<file path="config.mk">
export PLATFORM = sky130hd
export DESIGN_NAME = k423_if_queue_stage
export DESIGN_NICKNAME = d
export VERILOG_FILES = /design/src/rtl/k423_if_pkg.sv /design/src/rtl/k423_sync_fifo.sv /design/src/rtl/k423_if_queue_stage.sv
export SDC_FILE = /design/constraint.sdc
export NUM_CORES = 1
export LEC_CHECK = 0
export ABC_AREA = 1
export CAP_MARGIN = 25
export CORE_ASPECT_RATIO = 1.75
export CORE_UTILIZATION = 45
export DETAILED_ROUTE_END_ITERATION = 6
export PLACE_DENSITY_LB_ADDON = 0.12
export SYNTH_ARGS = -nofsm -noshare
export SYNTH_HDL_FRONTEND = slang
export SYNTH_SLANG_ARGS = --single-unit
</file>
<file path="constraint.sdc">
create_clock -name clk_i -period 6.6 [get_ports clk_i]
set_input_delay 1.32 -clock clk_i [delete_from_list [all_inputs] [get_ports clk_i]]
set_output_delay 1.32 -clock clk_i [all_outputs]
set_load 0.01 [all_outputs]
</file>
<file path="src/rtl/k423_if_pkg.sv">
// k423 instruction-fetch package: core width macros (defaulted here when the
// build does not supply them), the fetch-queue entry type and fetch constants.
`ifndef CORE_ADDR_W
`define CORE_ADDR_W 32
`endif
`ifndef CORE_XLEN
`define CORE_XLEN 32
`endif
`ifndef CORE_FETCH_W
`define CORE_FETCH_W 32
`endif
`ifndef CORE_INST_W
`define CORE_INST_W 32
`endif

package k423_if_pkg;

  localparam int unsigned PC_INC = 4;

  localparam logic [`CORE_ADDR_W-1:0] RST_PC_DEFAULT = `CORE_ADDR_W'(32'h8000_0000);

  typedef struct packed {
    logic [`CORE_ADDR_W-1:0] pc;
    logic [`CORE_INST_W-1:0] inst;
  } fq_entry_t;

endpackage

</file>
<file path="src/rtl/k423_sync_fifo.sv">
// Synchronous FIFO with flush.
// Ports: clk_i/rst_n_i (sync active-low reset), flush_i empties the FIFO,
// push_i/wdata_i write, pop_i/rdata_o read (rdata_o shows the head),
// full_o/empty_o/count_o status. Push and pop together are allowed when full;
// flush takes priority over push and pop.
module k423_sync_fifo #(
  parameter int unsigned Width = 8,
  parameter int unsigned Depth = 4
) (
  input  logic                       clk_i,
  input  logic                       rst_n_i,
  input  logic                       flush_i,
  input  logic                       push_i,
  input  logic [Width-1:0]           wdata_i,
  input  logic                       pop_i,
  output logic [Width-1:0]           rdata_o,
  output logic                       full_o,
  output logic                       empty_o,
  output logic [$clog2(Depth+1)-1:0] count_o
);

  localparam int unsigned PtrW = (Depth > 1) ? $clog2(Depth) : 1;
  localparam int unsigned CntW = $clog2(Depth + 1);

  logic [Width-1:0] mem_q [Depth];
  logic [PtrW-1:0]  wptr_q, wptr_d, rptr_q, rptr_d;
  logic [CntW-1:0]  cnt_q, cnt_d;

  function automatic logic [PtrW-1:0] ptr_inc(input logic [PtrW-1:0] p);
    return (p == PtrW'(Depth - 1)) ? '0 : p + 1'b1;
  endfunction

  always_comb begin
    wptr_d = wptr_q;
    rptr_d = rptr_q;
    cnt_d  = cnt_q;
    if (flush_i) begin
      wptr_d = '0;
      rptr_d = '0;
      cnt_d  = '0;
    end else begin
      if (push_i) wptr_d = ptr_inc(wptr_q);
      if (pop_i)  rptr_d = ptr_inc(rptr_q);
      cnt_d = cnt_q + CntW'(push_i) - CntW'(pop_i);
    end
  end

  always_ff @(posedge clk_i) begin
    if (!rst_n_i) begin
      wptr_q <= '0;
      rptr_q <= '0;
      cnt_q  <= '0;
    end else begin
      wptr_q <= wptr_d;
      rptr_q <= rptr_d;
      cnt_q  <= cnt_d;
    end
  end

  // Storage needs no reset; it is only observed through a nonzero count.
  always_ff @(posedge clk_i) begin
    if (push_i && !flush_i) mem_q[wptr_q] <= wdata_i;
  end

  assign rdata_o = mem_q[rptr_q];
  assign full_o  = (cnt_q == CntW'(Depth));
  assign empty_o = (cnt_q == '0);
  assign count_o = cnt_q;

endmodule

</file>
<file path="src/rtl/k423_if_queue_stage.sv">
// k423 instruction-fetch stage with multiple outstanding memory requests and a
// fetch queue toward ID.
// Ports: clk_i/rst_n_i (sync active-low reset); pcu_stall_loaduse_i blocks new
// requests; pcu_flush_br_i flushes queue and in-flight fetches; wb_bju_br_*
// redirect PC on flush; if_mem_req_* / if_mem_rsp_* in-order memory interface;
// if_stage_vld_o/id_stage_rdy_i/if_pc_o/if_inst_o present the queue head to ID.
// Optional macro K423_IF_BYPASS_EN: present a response straight to ID when the
// queue is empty (zero-cycle fetch-to-ID latency).
module k423_if_queue_stage
  import k423_if_pkg::*;
#(
  parameter int unsigned             OUTSTD_N = 2,
  parameter int unsigned             FQ_DEPTH = 4,
  parameter logic [`CORE_ADDR_W-1:0] RST_PC   = RST_PC_DEFAULT
) (
  input  logic                     clk_i,
  input  logic                     rst_n_i,
  input  logic                     pcu_stall_loaduse_i,
  input  logic                     pcu_flush_br_i,
  output logic                     if_stage_vld_o,
  input  logic                     id_stage_rdy_i,
  input  logic                     wb_bju_br_tkn_i,
  input  logic [`CORE_XLEN-1:0]    wb_bju_br_pc_i,
  output logic                     if_mem_req_vld_o,
  output logic                     if_mem_req_wen_o,
  output logic [`CORE_ADDR_W-1:0]  if_mem_req_addr_o,
  output logic [`CORE_XLEN-1:0]    if_mem_req_wdata_o,
  input  logic                     if_mem_req_rdy_i,
  input  logic                     if_mem_rsp_vld_i,
  input  logic [`CORE_FETCH_W-1:0] if_mem_rsp_rdata_i,
  output logic [`CORE_ADDR_W-1:0]  if_pc_o,
  output logic [`CORE_INST_W-1:0]  if_inst_o
);

  localparam int unsigned InfW   = $clog2(OUTSTD_N + 1);
  localparam int unsigned FqCntW = $clog2(FQ_DEPTH + 1);

  logic [`CORE_ADDR_W-1:0] pc_q, pc_d;
  logic [InfW-1:0]         inflight_q, inflight_d;
  logic [InfW-1:0]         discard_q, discard_d;

  logic                    req_vld, req_hs, rsp_live, byp_vld;
  logic                    fq_push, fq_pop, fq_empty, fq_full;
  logic [FqCntW-1:0]       fq_cnt;
  fq_entry_t               fq_wdata, fq_head;
  logic [`CORE_ADDR_W-1:0] tag_pc;
  logic                    tag_full, tag_empty;
  logic [InfW-1:0]         tag_cnt;

  // Credit check guarantees every in-flight response a queue slot.
  assign req_vld = rst_n_i & ~pcu_stall_loaduse_i & ~pcu_flush_br_i
                 & (32'(inflight_q) < OUTSTD_N)
                 & ((32'(inflight_q) + 32'(fq_cnt)) < FQ_DEPTH);
  assign req_hs   = req_vld & if_mem_req_rdy_i;
  assign rsp_live = if_mem_rsp_vld_i & (discard_q == '0);

`ifdef K423_IF_BYPASS_EN
  assign byp_vld = fq_empty & rsp_live & ~pcu_flush_br_i;
`else
  assign byp_vld = 1'b0;
`endif

  assign fq_wdata.pc   = tag_pc;
  assign fq_wdata.inst = if_mem_rsp_rdata_i[`CORE_INST_W-1:0];
  // A bypassed response that ID takes this cycle never enters the queue.
  assign fq_push = rsp_live & ~pcu_flush_br_i & ~(byp_vld & id_stage_rdy_i);
  assign fq_pop  = ~fq_empty & ~pcu_flush_br_i & id_stage_rdy_i;

  always_comb begin
    if_stage_vld_o = 1'b0;
    if_pc_o        = '0;
    if_inst_o      = '0;
    if (!fq_empty && !pcu_flush_br_i) begin
      if_stage_vld_o = 1'b1;
      if_pc_o        = fq_head.pc;
      if_inst_o      = fq_head.inst;
    end else if (byp_vld) begin
      if_stage_vld_o = 1'b1;
      if_pc_o        = fq_wdata.pc;
      if_inst_o      = fq_wdata.inst;
    end
  end

  always_comb begin
    pc_d       = pc_q;
    inflight_d = inflight_q + InfW'(req_hs) - InfW'(if_mem_rsp_vld_i);
    discard_d  = discard_q;
    if (pcu_flush_br_i) begin
      // Everything still outstanding after this cycle's response is stale.
      discard_d = inflight_q - InfW'(if_mem_rsp_vld_i);
      if (wb_bju_br_tkn_i) pc_d = wb_bju_br_pc_i[`CORE_ADDR_W-1:0];
    end else begin
      if (if_mem_rsp_vld_i && discard_q != '0) discard_d = discard_q - 1'b1;
      if (req_hs) pc_d = pc_q + `CORE_ADDR_W'(PC_INC);
    end
  end

  always_ff @(posedge clk_i) begin
    if (!rst_n_i) begin
      pc_q       <= RST_PC;
      inflight_q <= '0;
      discard_q  <= '0;
    end else begin
      pc_q       <= pc_d;
      inflight_q <= inflight_d;
      discard_q  <= discard_d;
    end
  end

  k423_sync_fifo #(
    .Width ($bits(fq_entry_t)),
    .Depth (FQ_DEPTH)
  ) u_fetch_queue (
    .clk_i   (clk_i),
    .rst_n_i (rst_n_i),
    .flush_i (pcu_flush_br_i),
    .push_i  (fq_push),
    .wdata_i (fq_wdata),
    .pop_i   (fq_pop),
    .rdata_o (fq_head),
    .full_o  (fq_full),
    .empty_o (fq_empty),
    .count_o (fq_cnt)
  );

  // Tags are never flushed: stale responses still pop their tag.
  k423_sync_fifo #(
    .Width (`CORE_ADDR_W),
    .Depth (OUTSTD_N)
  ) u_tag_fifo (
    .clk_i   (clk_i),
    .rst_n_i (rst_n_i),
    .flush_i (1'b0),
    .push_i  (req_hs),
    .wdata_i (pc_q),
    .pop_i   (if_mem_rsp_vld_i),
    .rdata_o (tag_pc),
    .full_o  (tag_full),
    .empty_o (tag_empty),
    .count_o (tag_cnt)
  );

  logic unused_fifo_status;
  assign unused_fifo_status = ^{fq_full, tag_full, tag_empty, tag_cnt};

  assign if_mem_req_vld_o   = req_vld;
  assign if_mem_req_wen_o   = 1'b0;
  assign if_mem_req_addr_o  = pc_q;
  assign if_mem_req_wdata_o = '0;

endmodule
</file>
== Word level (Yosys, flattened, before mapping) ==
Memories as Yosys holds them, arrays and structs flattened. A register that Yosys moved wholly into a read port is not among the register bits.
Cells that the tools add are included.

* Register bits after elaboration: 45
* Memory bits (writable): 320
* Input port bits: 72
* Memories: 2
* Output and inout port bits: 131

{| class="wikitable"
|+ Memory list
! memory !! words !! bits a word !! read ports !! clocked after memory_dff !! write ports !! line !! RTL
|-
| u_fetch_queue.mem_q || 4 || 64 || 1 || 1 || 1 || k423_sync_fifo.sv:25 || <nowiki>logic [Width-1:0] mem_q [Depth];</nowiki>
|-
| u_tag_fifo.mem_q || 2 || 32 || 1 || 1 || 1 || k423_sync_fifo.sv:25 ||
|}

* Multiplexer cells: 20
* Magnitude comparators: 2
* Bitwise operators: 13
* $add $sub $neg: 12
* Eq/ne operators: 3
* Reduce and logical (&&, ||, !) cells: 12

{| class="wikitable"
|+ Operator list
! kind !! number
|-
| $mux W32 || 5
|-
| $add A32 B3 Y32 const B || 1
|-
| $mux W2 || 6
|-
| $and A1 B1 Y1 || 9
|-
| $mux W1 || 9
|-
| $reduce_bool A2 Y1 || 3
|-
| $add A2 B1 Y2 const B || 2
|-
| $add A2 B3 Y4 || 1
|-
| $eq A2 B2 Y1 const B || 2
|-
| $lt A4 B3 Y1 const B || 1
|-
| $not A1 Y1 || 4
|-
| $sub A2 B1 Y2 || 2
|-
| $add A3 B1 Y3 || 1
|-
| $logic_and A1 B1 Y1 || 3
|-
| $logic_not A3 Y1 || 1
|-
| $sub A3 B1 Y3 || 1
|-
| $add A1 B1 Y1 const B || 2
|-
| $add A2 B1 Y2 || 1
|-
| $logic_not A1 Y1 || 2
|-
| $logic_not A2 Y1 || 1
|-
| $lt A2 B2 Y1 const B || 1
|-
| $ne A2 B1 Y1 const B || 1
|-
| $reduce_and A2 Y1 || 1
|-
| $reduce_or A2 Y1 || 1
|-
| $sub A2 B1 Y2 const B || 1
|}

== Logic depth before layout (Yosys ltp) ==
Gate-level depths: netlist of the first run.

* Word-level depth: 8
* Depth in mapped cells: 12

== By module ==
A second synthesis of the first run with hierarchy kept.

* Cell total of the unflattened synthesis: 1557
* Area total of the unflattened synthesis: 16494.6 um^2

{| class="wikitable"
|+ By module, submodules not included
! module !! times used !! area each (um^2) !! cells each !! sequential area each (um^2)
|-
| k423_sync_fifo (u_fetch_queue) || 1 || 10455.0 || 809 || 7867.5
|-
| k423_if_queue_stage || 1 || 3335.7 || 614 || 720.7
|-
| k423_sync_fifo (u_tag_fifo) || 1 || 2703.8 || 134 || 2021.9
|}

== Worst setup path after synthesis of the first run ==
Ideal clock, no wire load.

* Path type: input-to-reg
* From: input port pcu_flush_br_i
* To: memory u_fetch_queue.mem_q[0][0] (netlist name) (enable)
* Data arrival time: 4.509 ns
* Buffers on the path: 1
* Cell stages on the path: 4
* Setup slack: 1.605 ns
* Cell sequence: buf_2 > inv_2 > nand3_1 > nor2_1

* Word-level cells in the longest chain between the ends: 5
* Elaborated cells on any way between the ends: 6

{| class="wikitable"
|+ RTL lines
! element !! line !! RTL
|-
| start, declared || k423_if_queue_stage.sv:19 || <nowiki>input logic pcu_flush_br_i,</nowiki>
|-
| $not A1 Y1 || k423_if_queue_stage.sv:66 || <nowiki>assign fq_push = rsp_live & ~pcu_flush_br_i & ~(byp_vld & id_stage_rdy_i);</nowiki>
|-
| $and A1 B1 Y1 || k423_if_queue_stage.sv:66 ||
|-
| $logic_and A1 B1 Y1 * || k423_sync_fifo.sv:62 || <nowiki>if (push_i && !flush_i) mem_q[wptr_q] <= wdata_i;</nowiki>
|-
| $mux W1 * || k423_sync_fifo.sv:62 ||
|-
| $mux W1 (not written as such) * || k423_sync_fifo.sv:62 ||
|-
| end, declared || k423_sync_fifo.sv:25 ||
|}

Every way passes the cells marked *; elsewhere a longest branch is shown, timed or not.

== Worst setup path after layout of the first run ==
* From: input port pcu_flush_br_i
* To: output port if_pc_o[25]

* Word-level cells in the longest chain between the ends: 3

{| class="wikitable"
|+ RTL lines
! element !! line !! RTL
|-
| $logic_not A1 Y1 || k423_if_queue_stage.sv:73 || <nowiki>if (!fq_empty && !pcu_flush_br_i) begin</nowiki>
|-
| $logic_and A1 B1 Y1 || k423_if_queue_stage.sv:73 ||
|-
| $mux W32 || k423_if_queue_stage.sv:73 ||
|-
| end, declared || k423_if_queue_stage.sv:31 || <nowiki>output logic [`CORE_ADDR_W-1:0] if_pc_o,</nowiki>
|}

Every way passes these cells.

==> results of run 1 <==
-- power by group through the flow --
stage | logic [W] | clock network, W | registers [W]
global route | 0.000354 | 0.00216 | 0.00263
CTS | 0.000321 | 0.00207 | 0.00263
global placement | 0.000315 | 0 | 0.00268
detailed placement | 0.000319 | 0 | 0.00268
finish | 0.000318 | 0.00203 | 0.00263
floorplan | 0.000184 | 0 | 0.00267
-- cell usage after synthesis --
cell type	n
o211a_1	3
buf_1	9
buf_2	26
nor2_2	2
xnor2_1	4
nor2_1	340
nand3_1	38
nand2_4	1
xor2_1	3
mux2_1	3
clkbuf_2	1
inv_2	8
o31ai_1	1
a21oi_2	2
mux2_2	29
buf_8	1
buf_4	34
ha_1	13
o21ai_0	171
nand2_1	137
fa_1	1
nor2_4	3
nand2_2	4
nand3_4	1
edfxtp_1	320
a211oi_1	1
o21ai_1	7
o22ai_1	1
inv_1	67
a21oi_1	96
dfxtp_1	48
nand3b_1	2
clkbuf_1	27
buf_6	2
nand4_1	4
conb_1	1
-- layout by cell type, fill, tap and decap left out, types with 2 or more instances in the layout --
| cell | n |
|---|---|
| nor2_1 | 334 |
| edfxtp_1 | 320 |
| o21ai_0 | 171 |
| clkdlybuf4s50_1 | 169 |
| nand2_1 | 137 |
| a21oi_1 | 96 |
| inv_1 | 67 |
| dfxtp_1 | 46 |
| nand3_1 | 38 |
| clkbuf_16 | 37 |
| conb_1 | 33 |
| mux2_2 | 29 |
| ha_1 | 13 |
| buf_4 | 12 |
| inv_2 | 8 |
| nor2_4 | 7 |
| o21ai_1 | 7 |
| clkbuf_1 | 6 |
| clkinv_2 | 5 |
| clkinvlp_4 | 5 |
| nand4_1 | 4 |
| nor2_2 | 4 |
| xnor2_1 | 4 |
| nand2_2 | 4 |
| bufinv_16 | 4 |
| clkinv_1 | 4 |
| mux2_1 | 3 |
| o211a_1 | 3 |
| xor2_1 | 3 |
| buf_12 | 3 |
| nand3b_1 | 2 |
| a21oi_2 | 2 |
-- cells by family (layout without fill, tap and decap cells) --
family / after synthesis / after routing / synth area share [%]
compound gates: 282 / 282 / 9.24
other cells: 1 / 33 / 0.0241
simple gates: 532 / 532 / 13.6
mux: 32 / 32 / 2.31
flops: 368 / 368 / 67.8
xor+xnor: 7 / 7 / 0.393
buf+inv: 175 / 322 / 5.42
fa+ha+maj: 14 / 14 / 1.17
-- worst paths after layout --
check | end | cells past startpoint | start | slack [ps]
worst max register to register | u_fetch_queue.mem_q[1][62] | 5 | discard_q[0] | 4180
worst min-delay path | flip-flop | 2 | u_fetch_queue.rptr_q[1] | 510
worst max-delay path | if_pc_o[25] | 7 | pcu_flush_br_i | 1870
worst min register to register | flip-flop | 2 | u_fetch_queue.rptr_q[1] | 510
-- worst min-delay path, stage by stage, from the launching register on --
cell	delay, ps
dfxtp_1	310
nand2_1	70
a21oi_1	80
-- registers in the layout, indices dropped and copies added, names as in the netlist, named ones only --
signal	count
u_fetch_queue.count_o	3
u_tag_fifo.wptr_q	1
inflight_q	2
discard_q	2
if_mem_req_addr_o	32
u_tag_fifo.rptr_q	1
u_fetch_queue.rptr_q	2
u_fetch_queue.mem_q	256
u_fetch_queue.wptr_q	2
u_tag_fifo.mem_q	64
-- area by class of cell --
class                           instances  area [um2]  share of cell area, %
Sequential cell                       368       10600                   56.4
Multi-Input combinational cell        900        4320                   23.1
Timing Repair Buffer                  184        1840                   9.82
Clock buffer                           43         948                   5.06
Tap cell                              455         569                   3.04
Inverter                               75         282                   1.50
Clock inverter                         20         215                   1.15
-- through the flow --
step	util, %	area, um2	power, W	cells
after global placement	51.8	17600	0.00299	1980
after floorplan	-	15700	0.00286	1443
after CTS	55.3	18700	0.00502	2044
after global routing	55.4	18800	0.00515	2045
after detailed placement	51.9	17600	0.00300	1981
final	55.4	18800	0.00498	2045
-- metal layers --
layer	track usage (%)	wire [um]
met3	2.61	1530
met1	23.5	13800
met5	0	0
met2	38.5	19200
met4	9.08	1230
==> results.ini, run 1 <==
[run_status]
status = finished, final reports clean

[timing]
min_period_over_period_pct = 71.7
skew_ps = 20.1
max_freq_ghz = 0.211
finalSetupTns_ps = 0
holdWs_ps = 509
fin_ws_ps = 1870
slew_headroom_pct = 30.4
setup_viol = 0
period_minus_slack_ps = 4730
worst_pin_slew_ps = 1040
hold_viol = 0
rsz0062_at_grt = false
slew_violations = 0

[clocking]
tritoncts = built
cts_buffers = 35
cts.hold.buffers_added = 0
postCtsResizedCells = 0
post_cts_buffers = 0
cts_buffer_depth = 3
worstSkewPairLatency_ps = 520
cts-root-buf = clkbuf_16
h-tree-depth = 2
path_clk_slew_ps = 60
cts_sinks = 368

[place]
port_buffers = 169
gp_congestion = 0.872
hpwl_um = 22400
dp_slack_ps = 1580

[worst_setup_path]
critPathLaunchType = input port
path_class = in2out
critPathSlowestCell = clkdlybuf4s50_1
worstPathCellList = clkdlybuf4s50_1, buf_4, a21oi_1, inv_2, buf_12, a21oi_1, clkdlybuf4s50_1
required_ps = 5280
cp_max_fo = 54
cpPeakStageDelay_ps = 550
critical-path-top-delay-family = buffers and inverters
crit_buf_inv = 5
endpoint_kind = output pin
critical_path_arrival_ps = 3410

[route]
detail_route.wl_per_cell_um = 17.5
via_per_inst = 5.10
drt_iter0_drc = 447
drtPass1Iterations = 5
ant_nets = 0
drc = 0
vias = 10400
routed_wl_um = 35800

[power]
power_switching_share_pct = 21.4
seq_power_share_pct = 52.8
clkPwrFrac_pct = 40.8
p_switching_w = 0.00106
worst_ir_drop_vdd_mv = 0.191
p_per_area_nw_per_um2 = 265
p_int_w = 0.00391
p_leak_nw = 6.45
pwr-share-comb_pct = 6.4

[floorplan]
start_util_pct = 46.0
die_width_um = 143
rows = 89
ioPinCount = 203
core_area_um2 = 33900
die_area_um2 = 35400
die_h_um = 248

[finish]
syn2layout_area_growth_pct = 20.4
drive_gt1_share_pct = 7.92
final_nets = 1650
fillCellCount = 2955
antenna_cells = 0

[yosys]
synth.avg_cell_area_um2 = 11.0
yosysWarnings = 0
ys_seq_area_share_pct = 67.8
syn_area_um2 = 15600
syn_inst = 1411
synth_area_leaders = edfxtp_1 62%, nor2_1 8.2%, dfxtp_1 6.2%, o21ai_0 5.5%, nand2_1 3.3%
synth_area_leader_cell = edfxtp_1
ys_seq_elements = 368
synth_top_area_share_pct = 61.7
post_synth_num_cell_types = 36

[global_route]
grt_pass1_wl_um = 55100
grt_overflow = 0
track_usage_pct = 20.7
grt_max_degree = 93
grt_pass1_vias = 10200
antenna_found_initial = 0

[flow_run]
cap_viol_max_count = 0

[min_path]
hp-class = reg2reg

Note: power is estimated with default switching activity, not from simulation.
==> run 2: changes to the inputs <==
==> constraint.sdc (replaced) <==
create_clock -name clk_i -period 4 [get_ports clk_i]
set_input_delay 0.8 -clock clk_i [delete_from_list [all_inputs] [get_ports clk_i]]
set_output_delay 0.8 -clock clk_i [all_outputs]
set_load 0.01 [all_outputs]
==> run 2 against run 1 <==
  * Worst hold slack lost 15 ps
  * Routed wire length shrank 1.5%
  * Die area stayed put
  * Final cell count about the same
  * Clock power rose by 50%
  * First-iteration DRC count decreased by 7.6%
  * Utilization fell by 0.19 points
  * Via count decreased by 1.4%
  * Critical path depth fell by 1
  * Register-to-register slack got worse by 2500 ps
  * Worst setup slack worse by 1400 ps
  * Largest power group unchanged
==> results.ini, run 2 (synthesized netlist as in run 1, its figures left out) <==
[worst_setup_path]
endpoint_kind = output pin  ; unchanged
r2r_setup_slack_ps = 1670  ; was 4180 ps
crit_cells = 6  ; was 7
critical_path_arrival_ps = 2700  ; was 3410 ps
critPathSlowestCell = clkdlybuf4s50_1  ; unchanged
crit_buf_inv = 4  ; was 5
critPathLaunchType = input port  ; unchanged
cpPeakStageDelay_ps = 570  ; was 550 ps
required_ps = 3200  ; was 5280 ps
worst_r2r_endpoint = u_fetch_queue.count_o[2]  ; was u_fetch_queue.mem_q[1][62]
path_class = in2out  ; unchanged
cp_max_fo = 47  ; was 54
setup.worst_path.end = if_pc_o[17]  ; was if_pc_o[25]
reg2reg_from = u_fetch_queue.count_o[1]  ; was discard_q[0]
critPathLaunch = pcu_flush_br_i  ; unchanged
critical-path-top-delay-family = buffers and inverters  ; unchanged
reg2reg_depth = 13  ; was 5
worstPathCellList = clkdlybuf4s50_1, a21oi_1, inv_2, buf_12, a21oi_1, clkdlybuf4s50_1  ; was clkdlybuf4s50_1, buf_4, a21oi_1, inv_2, buf_12, a21oi_1, clkdlybuf4s50_1

[finish]
ff_latch_area_um2 = 10600  ; about the same
multi_input_area_um2 = 4320  ; unchanged
antenna_cells = 0  ; unchanged
fillCellCount = 3013  ; was 2,955
final_core_util_pct = 55.2  ; was 55.4%
syn2layout_area_growth_pct = 19.9  ; was 20.4%
largest_reg_flops = 256  ; unchanged
layout_common_cells = 334 x nor2_1, 320 x edfxtp_1, 171 x o21ai_0  ; unchanged
drive_gt1_share_pct = 7.56  ; was 7.92%
top_register = u_fetch_queue.mem_q  ; unchanged
final_common_cell = nor2_1  ; unchanged
final_nets = 1650  ; unchanged

[global_route]
grt_overflow = 0  ; unchanged
grt_pass1_vias = 10100  ; was 10,200
grt_max_degree = 87  ; was 93
antenna_found_initial = 0  ; unchanged
track_usage_pct = 20.3  ; was 20.7%
grt_busiest_layer = met2  ; unchanged
grt_use_met3_pct = 2.33  ; was 2.61%
gr-usage-met1_pct = 23.5  ; about the same
grt_use_met2_pct = 37.2  ; was 38.5%
grt_pass1_wl_um = 54700  ; was 55,100 um

[place]
hpwl_um = 22000  ; was 22,400 um
gp_congestion = 0.898  ; was 0.872
port_buffers = 169  ; unchanged
dp_slack_ps = 304  ; was 1580 ps

[timing]
skew_ps = 9.74  ; was 20.1 ps
period_minus_slack_ps = 3500
fin_ws_ps = 496  ; was 1870 ps
worst_pin_slew_ps = 878  ; was 1040 ps
max_freq_ghz = 0.285
slew_violations = 0  ; unchanged
hold_viol = 0  ; unchanged
holdWs_ps = 494  ; was 509 ps
setup_viol = 0  ; unchanged
slew_headroom_pct = 41.4  ; was 30.4%
rsz0062_at_grt = false  ; unchanged
min_period_over_period_pct = 87.6

[route]
drt_iter0_drc = 413  ; was 447
routed_wl_um = 35200  ; was 35,800 um
via_per_inst = 5.03  ; was 5.10
drc = 0  ; unchanged
detail_route.wl_per_cell_um = 17.2  ; was 17.5 um
drtPass1Iterations = 4  ; was 5
ant_nets = 0  ; unchanged
vias = 10300  ; was 10,400

[power]
p_leak_nw = 6.41  ; was 6.45 nW
p_per_area_nw_per_um2 = 423  ; was 265 nW/um2
worst_ir_drop_vdd_mv = 0.257  ; was 0.191 mV

[floorplan]
ioPinCount = 203  ; unchanged
rows = 89  ; unchanged
die_h_um = 248  ; unchanged
core_area_um2 = 33900  ; unchanged
die_area_um2 = 35400  ; unchanged
start_util_pct = 46.0  ; unchanged
die_width_um = 143  ; unchanged

[clocking]
tritoncts = built  ; unchanged
cts_buffer_depth = 3  ; unchanged
worstSkewPairLatency_ps = 560  ; was 520 ps
cts-root-buf = clkbuf_16  ; unchanged
h-tree-depth = 1  ; was 2
cts_sinks = 368  ; unchanged
postCtsResizedCells = 0  ; unchanged
post_cts_buffers = 0  ; unchanged
path_clk_slew_ps = 70  ; was 60 ps
cts.hold.buffers_added = 0  ; unchanged
cts_buffers = 31  ; was 35

[min_path]
hp-class = reg2reg  ; unchanged

[run_status]
status = finished, final reports clean  ; unchanged

[flow_run]
cap_viol_max_count = 0  ; unchanged

-- run 2: worst min-delay path by stage --
stage                                       start        end  slack (ps)  depth (start not counted)
after CTS                 u_fetch_queue.rptr_q[1]  flip-flop         500                          2
final                     u_fetch_queue.rptr_q[1]  flip-flop         490                          2
after global routing      u_fetch_queue.rptr_q[1]  flip-flop         510                          2
after global placement    u_fetch_queue.rptr_q[1]  flip-flop         480                          2
after floorplan           u_fetch_queue.rptr_q[1]  flip-flop         460                          2
after detailed placement  u_fetch_queue.rptr_q[1]  flip-flop         480                          2
-- run 2: layer usage --
| layer | up-vias | share of wire, % |
|---|---|---|
| met2 | 275 | 52 |
| met5 | - | 0 |
| met3 | 70 | 4.4 |
| li1 | 5086 | - |
| met1 | 4855 | 40 |
| met4 | 0 | 3.9 |
-- run 2: report_power, final --
| part | switching (W) | internal [W] |
|---|---|---|
| logic | 0.000281 | 0.000234 |
| registers | 0.0000794 | 0.00427 |
| clock network | 0.00130 | 0.00174 |
-- run 2: through the flow --
stage / TNS (ps) / area, um2 / cells / total power [W]
global placement: 0 / 17700 / 1985 / 0.00494
CTS: 0 / 18700 / 2042 / 0.00798
detailed placement: 0 / 17700 / 1985 / 0.00495
finish: 0 / 18700 / 2043 / 0.00790
floorplan: -121670 / 15700 / 1443 / 0.00471
global route: 0 / 18700 / 2043 / 0.00817
-- run 2: area by class of cell --
class,count,area share (%)
repair buffers,188,10.3
clock inverters,20,1.17
inverters,75,1.51
clock buffers,37,4.27
multi-input cells,900,23.1
flip-flops and latches,368,56.6
well taps,455,3.05
-- run 2: worst min-delay path: cells and delay by family, from the launching register on --
kind,cells,cell delay (ps)
AOI/OAI and AO/OA,1,70
DFF,1,320
and+or+nand+nor,1,60
==> run 3: changes to the inputs <==
--- a/config.mk
+++ b/config.mk
@@ -10,6 +10,7 @@
 export CORE_ASPECT_RATIO = 1.75
 export CORE_UTILIZATION = 45
 export DETAILED_ROUTE_END_ITERATION = 6
+export HOLD_SLACK_MARGIN = 0.08
 export PLACE_DENSITY_LB_ADDON = 0.12
 export SYNTH_ARGS = -nofsm -noshare
 export SYNTH_HDL_FRONTEND = slang
==> results of run 3 <==
Same layout as run 2: the final DEF is identical, and so are final timing and power.
